File: src/rtl/johnson_seq_ctrl.sv
// Johnson counter sequencing controller: runs a 2*WIDTH-state Johnson register for a
// programmed number of revolutions, with hold/abort/preload, phase decode and code repair.
module johnson_seq_ctrl #(
    parameter int unsigned WIDTH = 8
) (
    input  logic                 clk,
    input  logic                 reset,
    input  logic                 start,
    input  logic                 hold,
    input  logic                 abort,
    input  logic [7:0]           revs,
    input  logic                 load,
    input  logic [WIDTH-1:0]     load_val,
    output logic [WIDTH-1:0]     q,
    output logic [2*WIDTH-1:0]   phase,
    output logic                 busy,
    output logic                 done,
    output logic                 err,
    output logic [7:0]           rev_cnt
);

    localparam int unsigned NSTATES = 2 * WIDTH;
    localparam int unsigned IDXW    = $clog2(NSTATES);

    typedef enum logic [1:0] {
        StIdle,
        StRun,
        StDone
    } state_t;

    state_t           state_q, state_d;
    logic [WIDTH-1:0] q_q, q_d;
    logic [7:0]       rev_cnt_q, rev_cnt_d;
    logic [7:0]       revs_q, revs_d;
    logic             err_q, err_d;

    logic [WIDTH-2:0] edges;
    logic [WIDTH-2:0] edges_m1;
    logic             legal;
    logic [IDXW-1:0]  ones;
    logic [IDXW-1:0]  idx;
    logic             wrap_code;
    logic [WIDTH-1:0] q_adv;
    logic [7:0]       rev_inc;

    // A legal Johnson code has at most one 0/1 boundary between adjacent bits.
    assign edges    = q_q[WIDTH-1:1] ^ q_q[WIDTH-2:0];
    assign edges_m1 = edges - {{(WIDTH-2){1'b0}}, 1'b1};
    assign legal    = ((edges & edges_m1) == '0);

    always_comb begin
        ones = '0;
        for (int i = 0; i < WIDTH; i++) begin
            ones = ones + {{(IDXW-1){1'b0}}, q_q[i]};
        end
    end

    // MSB set means the falling half: index is NSTATES - ones, i.e. -ones modulo NSTATES.
    assign idx       = q_q[WIDTH-1] ? ({IDXW{1'b0}} - ones) : ones;
    assign wrap_code = (q_q == {1'b1, {(WIDTH-1){1'b0}}});
    assign q_adv     = {q_q[WIDTH-2:0], ~q_q[WIDTH-1]};
    assign rev_inc   = rev_cnt_q + 8'd1;

    always_comb begin
        state_d   = state_q;
        q_d       = q_q;
        rev_cnt_d = rev_cnt_q;
        revs_d    = revs_q;
        err_d     = err_q | ~legal;

        case (state_q)
            StIdle: begin
                if (load) begin
                    q_d = load_val;
                end
                if (!abort && start) begin
                    state_d   = StRun;
                    revs_d    = revs;
                    rev_cnt_d = '0;
                end
            end
            StRun: begin
                if (abort) begin
                    state_d = StIdle;
                    q_d     = '0;
                end else if (hold) begin
                    q_d = q_q;
                end else if (!legal) begin
                    q_d = '0;
                end else begin
                    q_d = q_adv;
                    if (wrap_code) begin
                        rev_cnt_d = rev_inc;
                        if ((revs_q != 8'd0) && (rev_inc == revs_q)) begin
                            state_d = StDone;
                        end
                    end
                end
            end
            StDone: begin
                q_d     = '0;
                state_d = StIdle;
            end
            default: begin
                q_d     = '0;
                state_d = StIdle;
            end
        endcase
    end

    always_ff @(posedge clk) begin
        if (reset) begin
            state_q   <= StIdle;
            q_q       <= '0;
            rev_cnt_q <= '0;
            revs_q    <= '0;
            err_q     <= 1'b0;
        end else begin
            state_q   <= state_d;
            q_q       <= q_d;
            rev_cnt_q <= rev_cnt_d;
            revs_q    <= revs_d;
            err_q     <= err_d;
        end
    end

    always_comb begin
        phase = '0;
        if (state_q == StRun && legal) begin
            phase[idx] = 1'b1;
        end
    end

    assign q       = q_q;
    assign busy    = (state_q == StRun);
    assign done    = (state_q == StDone);
    assign err     = err_q;
    assign rev_cnt = rev_cnt_q;

endmodule

File: config.mk
export PLATFORM = sky130hd
export DESIGN_NAME = johnson_seq_ctrl
export DESIGN_NICKNAME = d
export VERILOG_FILES = /design/src/rtl/johnson_seq_ctrl.sv
export SDC_FILE = /design/constraint.sdc
export NUM_CORES = 1
export LEC_CHECK = 0
export ABC_AREA = 1
export CORE_MARGIN = 3
export CORE_UTILIZATION = 47
export DETAILED_ROUTE_END_ITERATION = 16
export PLACE_DENSITY_LB_ADDON = 0.1
export REMOVE_ABC_BUFFERS = 1
export SETUP_SLACK_MARGIN = 0.3
export SYNTH_ARGS = -nofsm -noshare
export SYNTH_HDL_FRONTEND = slang
export SYNTH_SLANG_ARGS = --single-unit
File: constraint.sdc
create_clock -name clk -period 5.5 [get_ports clk]
set_clock_uncertainty 0.2 [all_clocks]
set_input_delay 1.1 -clock clk [delete_from_list [all_inputs] [get_ports clk]]
set_output_delay 1.1 -clock clk [all_outputs]
set_load 0.03 [all_outputs]
==> flow_summary.json, run 1 <==
{
  "status": "finished clean",
  "syn_area_per_cell_sq_um": 6.02,
  "die_area_sq_mm": 0.00533,
  "routed_via_density": 5.09,
  "synthTopCellsByArea": "dfxtp_1 (26%), nand2_1 (19%), nor2_1 (11%)",
  "fmax_mhz": 189,
  "path_buf_inv": 6,
  "fin_crit_sh": 0.960,
  "worstPathRequired_ns": 4.20,
  "static-leakage-power_nw": 1.38,
  "start_kind": "register",
  "ys_ff_latch": 27,
  "port_buffers": 56,
  "clock_sinks": 27,
  "core_sq_mm": 0.00417,
  "grt.overflow.total": 0,
  "crit_path_max_fanout": 4,
  "ioPinCount": 57,
  "synth_common_cells": "nand2_1 (107), nor2_1 (64), inv_1 (50)",
  "path_class": "reg -> out",
  "setup_ws_ns": 0.218,
  "synth_top_area_share": 0.256,
  "num_antenna_cells": 0,
  "hold_viol_final": 0,
  "max-clock-path-buffers": 2,
  "grt_pass1_wl_um": 9210,
  "r2r_slack_ns": 2.90,
  "wl_um": 5710,
  "synth.largest_area_cell": "dfxtp_1",
  "yosysSeqAreaShare": 0.256,
  "endpoint_kind": "primary output",
  "die_height_um": 73.0,
  "nNetsFinal": 448,
  "synth_ff_type": "dfxtp_1",
  "synth_edf_count": 0,
  "setup_viol": 0,
  "synthCells": 351,
  "place_congestion": 0.885,
  "place_hpwl_um": 4050,
  "rsz0062_at_grt": "true",
  "synth_area_sq_mm": 0.00211,
  "final_max_slew_viol_count": 0,
  "yosysWarnings": 0,
  "max_cap_viol_count": 0,
  "drt_pass1_iterations": 6,
  "root_buffer": "clkbuf_8",
  "multi_input_comb_area_sq_mm": 0.00155,
  "area_delta_synth_final_pct": 42.1,
  "fill_cells": 349,
  "drive_above_1_share": 0.170,
  "post-route-drc-count": 0,
  "period_minus_slack_ns": 5.28,
  "cts_hold_buf": 0,
  "cts.clk_slew.worst_paths_ns": 0.10,
  "drtIter0Drc": 70,
  "critical_path.top_delay_family": "adder cells",
  "place_ws_ns": 0.0208,
  "async_flop_share": 0,
  "antenna_found_initial": 0,
  "h-tree-depth": 1,
  "hp-class": "reg -> reg",
  "synth_most_common_cell": "nand2_1",
  "cts_tree": "done",
  "cp_cell_sequence": "inv_2 -> fa_1 -> fa_1 -> fa_1 -> inv_2 -> ha_4 -> fa_2 -> inv_2 -> buf_4 -> buf_6 -> o21ai_4 -> nand3_4 -> nor2_1 -> buf_4",
  "tns_ns": 0,
  "ant_nets": 0,
  "cts_inserted_buffers": 3,
  "grt.total_usage": 0.215,
  "num_vias": 2352,
  "cp_slowest_cell": "fa_1",
  "ir_drop_v": 0.000178,
  "ff_latch_area_sq_um": 543,
  "wl_per_cell_um": 12.4,
  "die_w_um": 73.0,
  "grt_max_degree": 20,
  "synth_cell_type_count": 28,
  "arrival_ns": 3.98,
  "initial_core_util": 0.506,
  "grt_pass1_vias": 2162,
  "rows": 23,
  "tightest_slew_ns": 0.709,
  "pwr_density_cell_mw_per_mm2": 249,
  "clk_latency_ns": 0.28,
  "max_slew_margin": 0.525,
  "slowest_delay_ns": 0.56
}
[sequential cells by signal (all words and copies together) (netlist names)]
signal,cells
rev_cnt,8
state_q,2
err,1
q,8
revs_q,8
[stage by stage]
stage | area, sq um | cells | power, mW | utilization | hold WS [ns]
2_1_floorplan | 2070 | 345 | 0.438 | - | 0.247
3_3_place_gp | 2710 | 454 | 0.528 | 0.649 | 0.265
3_5_place_dp | 2710 | 454 | 0.534 | 0.649 | 0.272
4_1_cts | 2830 | 461 | 0.687 | 0.677 | 0.288
5_1_grt | 3000 | 462 | 0.804 | 0.719 | 0.312
6_report | 3000 | 462 | 0.748 | 0.719 | 0.288
[cell type report]
cell class / count / area share
multi-input cells: 266 / 0.515
clock inverters: 1 / 0.00167
repair buffers: 63 / 0.202
inverters: 52 / 0.0651
well taps: 50 / 0.0209
flip-flops and latches: 27 / 0.181
clock buffers: 3 / 0.0138
[final timing paths]
path	from	endpoint	cells past startpoint
worst max-delay path	q[3]$_SDFFE_PP0P_	phase[7]	14
worst min-delay path	revs_q[1]$_SDFFE_PP0P_	revs_q[1]$_SDFFE_PP0P_	2
worst max register to register	q[2]$_SDFFE_PP0P_	rev_cnt[7]$_SDFFE_PP0P_	12
worst min register to register	revs_q[1]$_SDFFE_PP0P_	revs_q[1]$_SDFFE_PP0P_	2
[power breakdown]
part | internal (mW) | total, mW | switching [mW]
logic | 0.158 | 0.399 | 0.241
clock network | 0.0508 | 0.115 | 0.0642
registers | 0.214 | 0.234 | 0.0204
total | 0.423 | 0.748 | 0.326
[worst min-delay path: cells and delay by family (launching register included)]
kind            cells  cell delay [ns]
compound gates      1             0.06
buf+inv             1             0.07
flops               1             0.32
[repair_timing]
action                                  in CTS  in global routing
pin swaps                                   15                 12
buffers inserted                             3                  1
gates resized for setup                    107                 40
endpoints found under the setup margin      16                 16
[per-layer routing]
layer | wire length, um | share of wire | track usage | vias up
li1 | - | - | - | 1209
met1 | 2580 | 0.45 | 0.286 | 1076
met2 | 2820 | 0.49 | 0.361 | 62
met3 | 256 | 0.045 | 0.0220 | 5
met4 | 61 | 0.011 | 0.0717 | 0
met5 | 0 | 0 | 0 | -
[cells in the final DEF, fill, tap and decap left out, drive strengths merged]
cell type and instances:
nand4 4, dfxtp 27, nor3 1, clkinv 2
nor2b 1, xnor3 1, a21oi 18, o21ai 23
nand3 22, buf 23, clkbuf 3, fa 4
clkdlybuf4s50 40, nor2 65, nand3b 2, inv 51
nand2 109, ha 9, xnor2 3, xor2 4
[logic make-up after synthesis]
family / share of synthesized area
fa+ha+maj: 0.0912
buf+inv: 0.113
xor+xnor: 0.0397
flops: 0.256
simple gates: 0.401
compound gates: 0.0989
Note: power is estimated with default switching activity, not from simulation.
==> run 2, diff against run 1 <==
SKIP_CTS_REPAIR_TIMING = 1   (was default)
==> flow_summary.json, run 2 (synthesis gave the netlist of run 1 again) <==
{
  "status": "finished clean",
  "antenna_found_initial": 0,
  "multi_input_comb_area_sq_mm": 0.00153,
  "arrival_ns": 4.06,
  "cts.clk_slew.worst_paths_ns": 0.10,
  "rows": 23,
  "post-route-drc-count": 0,
  "worstRegToRegCells": 12,
  "area_delta_synth_final_pct": 40.4,
  "combPwrFrac": 0.523,
  "die_area_sq_mm": 0.00533,
  "p_sw_mw": 0.320,
  "ir_drop_v": 0.000176,
  "ioPinCount": 57,
  "tns_ns": 0,
  "root_buffer": "clkbuf_8",
  "grt_max_degree": 20,
  "stdcell_area_sq_mm": 0.00297,
  "h-tree-depth": 1,
  "nNetsFinal": 446,
  "max_cap_viol_count": 0,
  "fin_crit_sh": 0.974,
  "grt_pass1_wl_um": 8690,
  "rsz0062_at_grt": "true",
  "hold_viol_final": 0,
  "place_hpwl_um": 4050,
  "place_congestion": 0.885,
  "grt.overflow.total": 0,
  "final_common_cell": "nand2_1",
  "p_int_mw": 0.412,
  "drive_above_1_share": 0.159,
  "grt.total_usage": 0.203,
  "dpl_cell_area_sq_mm": 0.00271,
  "max-clock-path-buffers": 2,
  "setup_viol": 0,
  "switching_share": 0.437,
  "final_cell_mix": "nand2_1 (101), nor2_1 (55), inv_1 (45), clkdlybuf4s50_1 (40), dfxtp_1 (26)",
  "drtIter0Drc": 109,
  "p_total_mw": 0.731,
  "pwr_density_cell_mw_per_mm2": 247,
  "r2r_start": "q[2]$_SDFFE_PP0P_",
  "worstHoldEndpoint": "revs_q[1]$_SDFFE_PP0P_",
  "setup_ws_ns": 0.144,
  "seqPwrFrac": 0.320,
  "utilization": 0.711,
  "final_max_slew_viol_count": 0,
  "wl_per_cell_um": 12.1,
  "hp-class": "reg -> reg",
  "core_sq_mm": 0.00417,
  "clk_latency_ns": 0.28,
  "initial_core_util": 0.506,
  "tightest_slew_ns": 0.721,
  "fmax_mhz": 187,
  "fill_cells": 362,
  "finalNonFillerCells": 460,
  "dp.cells": 454,
  "r2r_slack_ns": 2.95,
  "die_w_um": 73.0,
  "worstPathRequired_ns": 4.20,
  "static-leakage-power_nw": 1.37,
  "num_antenna_cells": 0,
  "period_minus_slack_ns": 5.36,
  "clock_sinks": 27,
  "grt_pass1_vias": 2055,
  "crit_path_max_fanout": 4,
  "wl_um": 5580,
  "ff_latch_area_sq_um": 542,
  "num_vias": 2314,
  "rr_endpoint": "rev_cnt[7]$_SDFFE_PP0P_",
  "p_clk_frac": 0.157,
  "start_kind": "register",
  "max_slew_margin": 0.518,
  "holdPathStages": 2,
  "ant_nets": 0,
  "place_ws_ns": 0.0208,
  "hp-start": "revs_q[1]$_SDFFE_PP0P_",
  "port_buffers": 56,
  "routed_via_density": 5.03,
  "endpoint_kind": "primary output",
  "die_height_um": 73.0,
  "holdWs_ns": 0.287,
  "cts_tree": "done",
  "path_class": "reg -> out",
  "cts_inserted_buffers": 3,
  "drt_pass1_iterations": 4
}
==> run 2: power by group through the flow <==
stage	Clock (mW)	Sequential (mW)	Combinational, mW
2_1_floorplan	0	0.260	0.178
3_3_place_gp	0	0.237	0.292
3_5_place_dp	0	0.237	0.297
4_1_cts	0.119	0.233	0.299
5_1_grt	0.124	0.237	0.421
6_report	0.115	0.234	0.382
==> run 2: layout make-up <==
class	instances	area share
Multi-Input combinational cell	266	0.515
Timing Repair Buffer	61	0.198
Sequential cell	27	0.183
Inverter	52	0.0675
Tap cell	50	0.0211
Clock buffer	3	0.0139
Clock inverter	1	0.00169
==> run 2: how the worst max path moves through the flow <==
stage / startpoint / endpoint / slack [ns] / cells after the start
2_1_floorplan: q[1]$_SDFFE_PP0P_ / phase[0] / 0.23 / 14
3_3_place_gp: q[0]$_SDFFE_PP0P_ / phase[3] / 0.13 / 14
3_5_place_dp: q[0]$_SDFFE_PP0P_ / phase[3] / 0.02 / 14
4_1_cts: q[0]$_SDFFE_PP0P_ / phase[3] / -0.30 / 14
5_1_grt: q[3]$_SDFFE_PP0P_ / phase[2] / 0.05 / 14
6_report: q[3]$_SDFFE_PP0P_ / phase[2] / 0.14 / 14
==> run 2: metal layers <==
| layer | global-route usage | vias up | routed length (um) |
|---|---|---|---|
| li1 | - | 1205 | - |
| met1 | 0.275 | 1038 | 2470 |
| met2 | 0.339 | 66 | 2720 |
| met3 | 0.0193 | 5 | 342 |
| met4 | 0.0676 | 0 | 61 |
| met5 | 0 | - | 0 |
==> run 2: critical path, cell delays in order, from the launching register on <==
cell and delay, ns:
dfxtp_2 0.38, inv_4 0.04, fa_1 0.51, fa_1 0.52, fa_1 0.51, inv_1 0.05, ha_2 0.18, fa_2 0.56
inv_4 0.06, ha_4 0.27, nand2_4 0.05, o21ai_4 0.11, nand3_2 0.17, nor2_1 0.18, buf_4 0.19
==> run 3, diff against run 2 <==
CTS_BUF_LIST = sky130_fd_sc_hd__clkbuf_4 sky130_fd_sc_hd__clkbuf_8   (was default)
clock period = 6.3 ns   (was 5.5 ns; I/O delays follow)
==> flow_summary.json, run 3 (synthesis gave the netlist of run 1 again) <==
{
  "status": "finished clean",
  "fin_crit_sh": 0.902,
  "port_buffers": 56,
  "period_minus_slack_ns": 5.68,
  "grt_pass1_wl_um": 8710,
  "drtIter0Drc": 146,
  "root_buffer": "clkbuf_8",
  "final_common_cell": "nand2_1",
  "num_vias": 2249,
  "slowest_delay_ns": 0.53,
  "crit_path_max_fanout": 6,
  "rows": 23,
  "wl_um": 5250,
  "fill_cells": 404,
  "h-tree-depth": 1,
  "wl_per_cell_um": 11.5,
  "cp_cell_sequence": "inv_1 -> fa_1 -> fa_1 -> fa_1 -> inv_1 -> ha_1 -> fa_1 -> xnor2_1 -> nand3_1 -> nand2_1 -> xor2_1 -> nand2_1 -> nor2_1 -> dlymetal6s2s_1",
  "cts.clk_slew.worst_paths_ns": 0.10,
  "clk_latency_ns": 0.28,
  "static-leakage-power_nw": 1.58,
  "rsz0062_at_grt": "false",
  "grt_max_degree": 20,
  "drt_pass1_iterations": 4,
  "clock_sinks": 27,
  "antenna_found_initial": 0,
  "final_max_slew_viol_count": 0,
  "grt.overflow.total": 0,
  "place_hpwl_um": 4130,
  "path_class": "reg -> out",
  "die_area_sq_mm": 0.00533,
  "die_height_um": 73.0,
  "fmax_mhz": 176,
  "post-route-drc-count": 0,
  "die_w_um": 73.0,
  "cp_slowest_cell": "fa_1",
  "final_cell_mix": "nand2_1 (107), nor2_1 (64), inv_1 (50), clkdlybuf4s50_1 (40), dfxtp_1 (27)",
  "ir_drop_v": 0.000149,
  "tightest_slew_ns": 0.732,
  "nNetsFinal": 441,
  "hp-class": "reg -> reg",
  "stdcell_area_sq_mm": 0.00278,
  "num_antenna_cells": 0,
  "setup_viol": 0,
  "max-clock-path-buffers": 2,
  "cts_inserted_buffers": 3,
  "area_delta_synth_final_pct": 31.5,
  "holdPathStages": 2,
  "arrival_ns": 4.22,
  "worstPathRequired_ns": 4.84,
  "place_congestion": 0.868,
  "start_kind": "register",
  "max_slew_margin": 0.510,
  "drive_above_1_share": 0.0296,
  "grt_pass1_vias": 1941,
  "endpoint_kind": "primary output",
  "utilization": 0.666,
  "dpl_cell_area_sq_mm": 0.00269,
  "worstRegToRegCells": 13,
  "cp_common_cell": "fa_1",
  "ioPinCount": 57,
  "max_cap_viol_count": 0,
  "tns_ns": 0,
  "hold_viol_final": 0,
  "initial_core_util": 0.506,
  "routed_via_density": 4.94,
  "ant_nets": 0,
  "core_sq_mm": 0.00417,
  "cts_tree": "done",
  "pwr_density_cell_mw_per_mm2": 202,
  "grt.total_usage": 0.204
}
## run 3: power by group
group / switching [mW] / internal (mW) / total, mW / leakage, nW
registers: 0.0182 / 0.187 / 0.205 / 0.222
logic: 0.158 / 0.0971 / 0.255 / 1.33
clock network: 0.0555 / 0.0444 / 0.0999 / 0.0255
total: 0.232 / 0.328 / 0.560 / 1.58
## run 3: critical path: cells and delay by family, from the launching register on
kind / cells / cell delay [ns]
flops: 1 / 0.42
fa+ha+maj: 5 / 2.02
buf+inv: 3 / 0.48
simple gates: 4 / 0.52
xor+xnor: 2 / 0.53
## run 3: path summary, 6_finish.rpt
| kind | to | start | slack (ns) |
|---|---|---|---|
| max | phase[13] | q[1]$_SDFFE_PP0P_ | 0.62 |
| min | revs_q[1]$_SDFFE_PP0P_ | revs_q[1]$_SDFFE_PP0P_ | 0.29 |
| max reg2reg | rev_cnt[3]$_SDFFE_PP0P_ | q[2]$_SDFFE_PP0P_ | 3.73 |
| min reg2reg | revs_q[1]$_SDFFE_PP0P_ | revs_q[1]$_SDFFE_PP0P_ | 0.29 |
## run 3: per-layer routing
layer	wire length (um)	global-route usage
met1	2480	0.304
met2	2320	0.308
met3	380	0.0248
met4	72	0.0553
met5	0	0
## run 3: final cells by class
cell class	instances	area, sq um	share of cell area
multi-input cells	266	1330	0.480
flip-flops and latches	27	541	0.195
repair buffers	56	601	0.216
clock buffers	3	41.3	0.0149
clock inverters	1	5.00	0.00180
well taps	50	62.6	0.0225
inverters	52	195	0.0703
## run 3: per-stage QoR
stage	total power, mW	worst slack [ns]	cells	hold WS, ns
finish	0.560	0.616	455	0.286
global route	0.606	0.330	455	0.310
floorplan	0.383	0.865	345	0.247
CTS	0.564	0.242	455	0.286
detailed placement	0.463	0.559	451	0.271
global placement	0.459	0.630	451	0.266
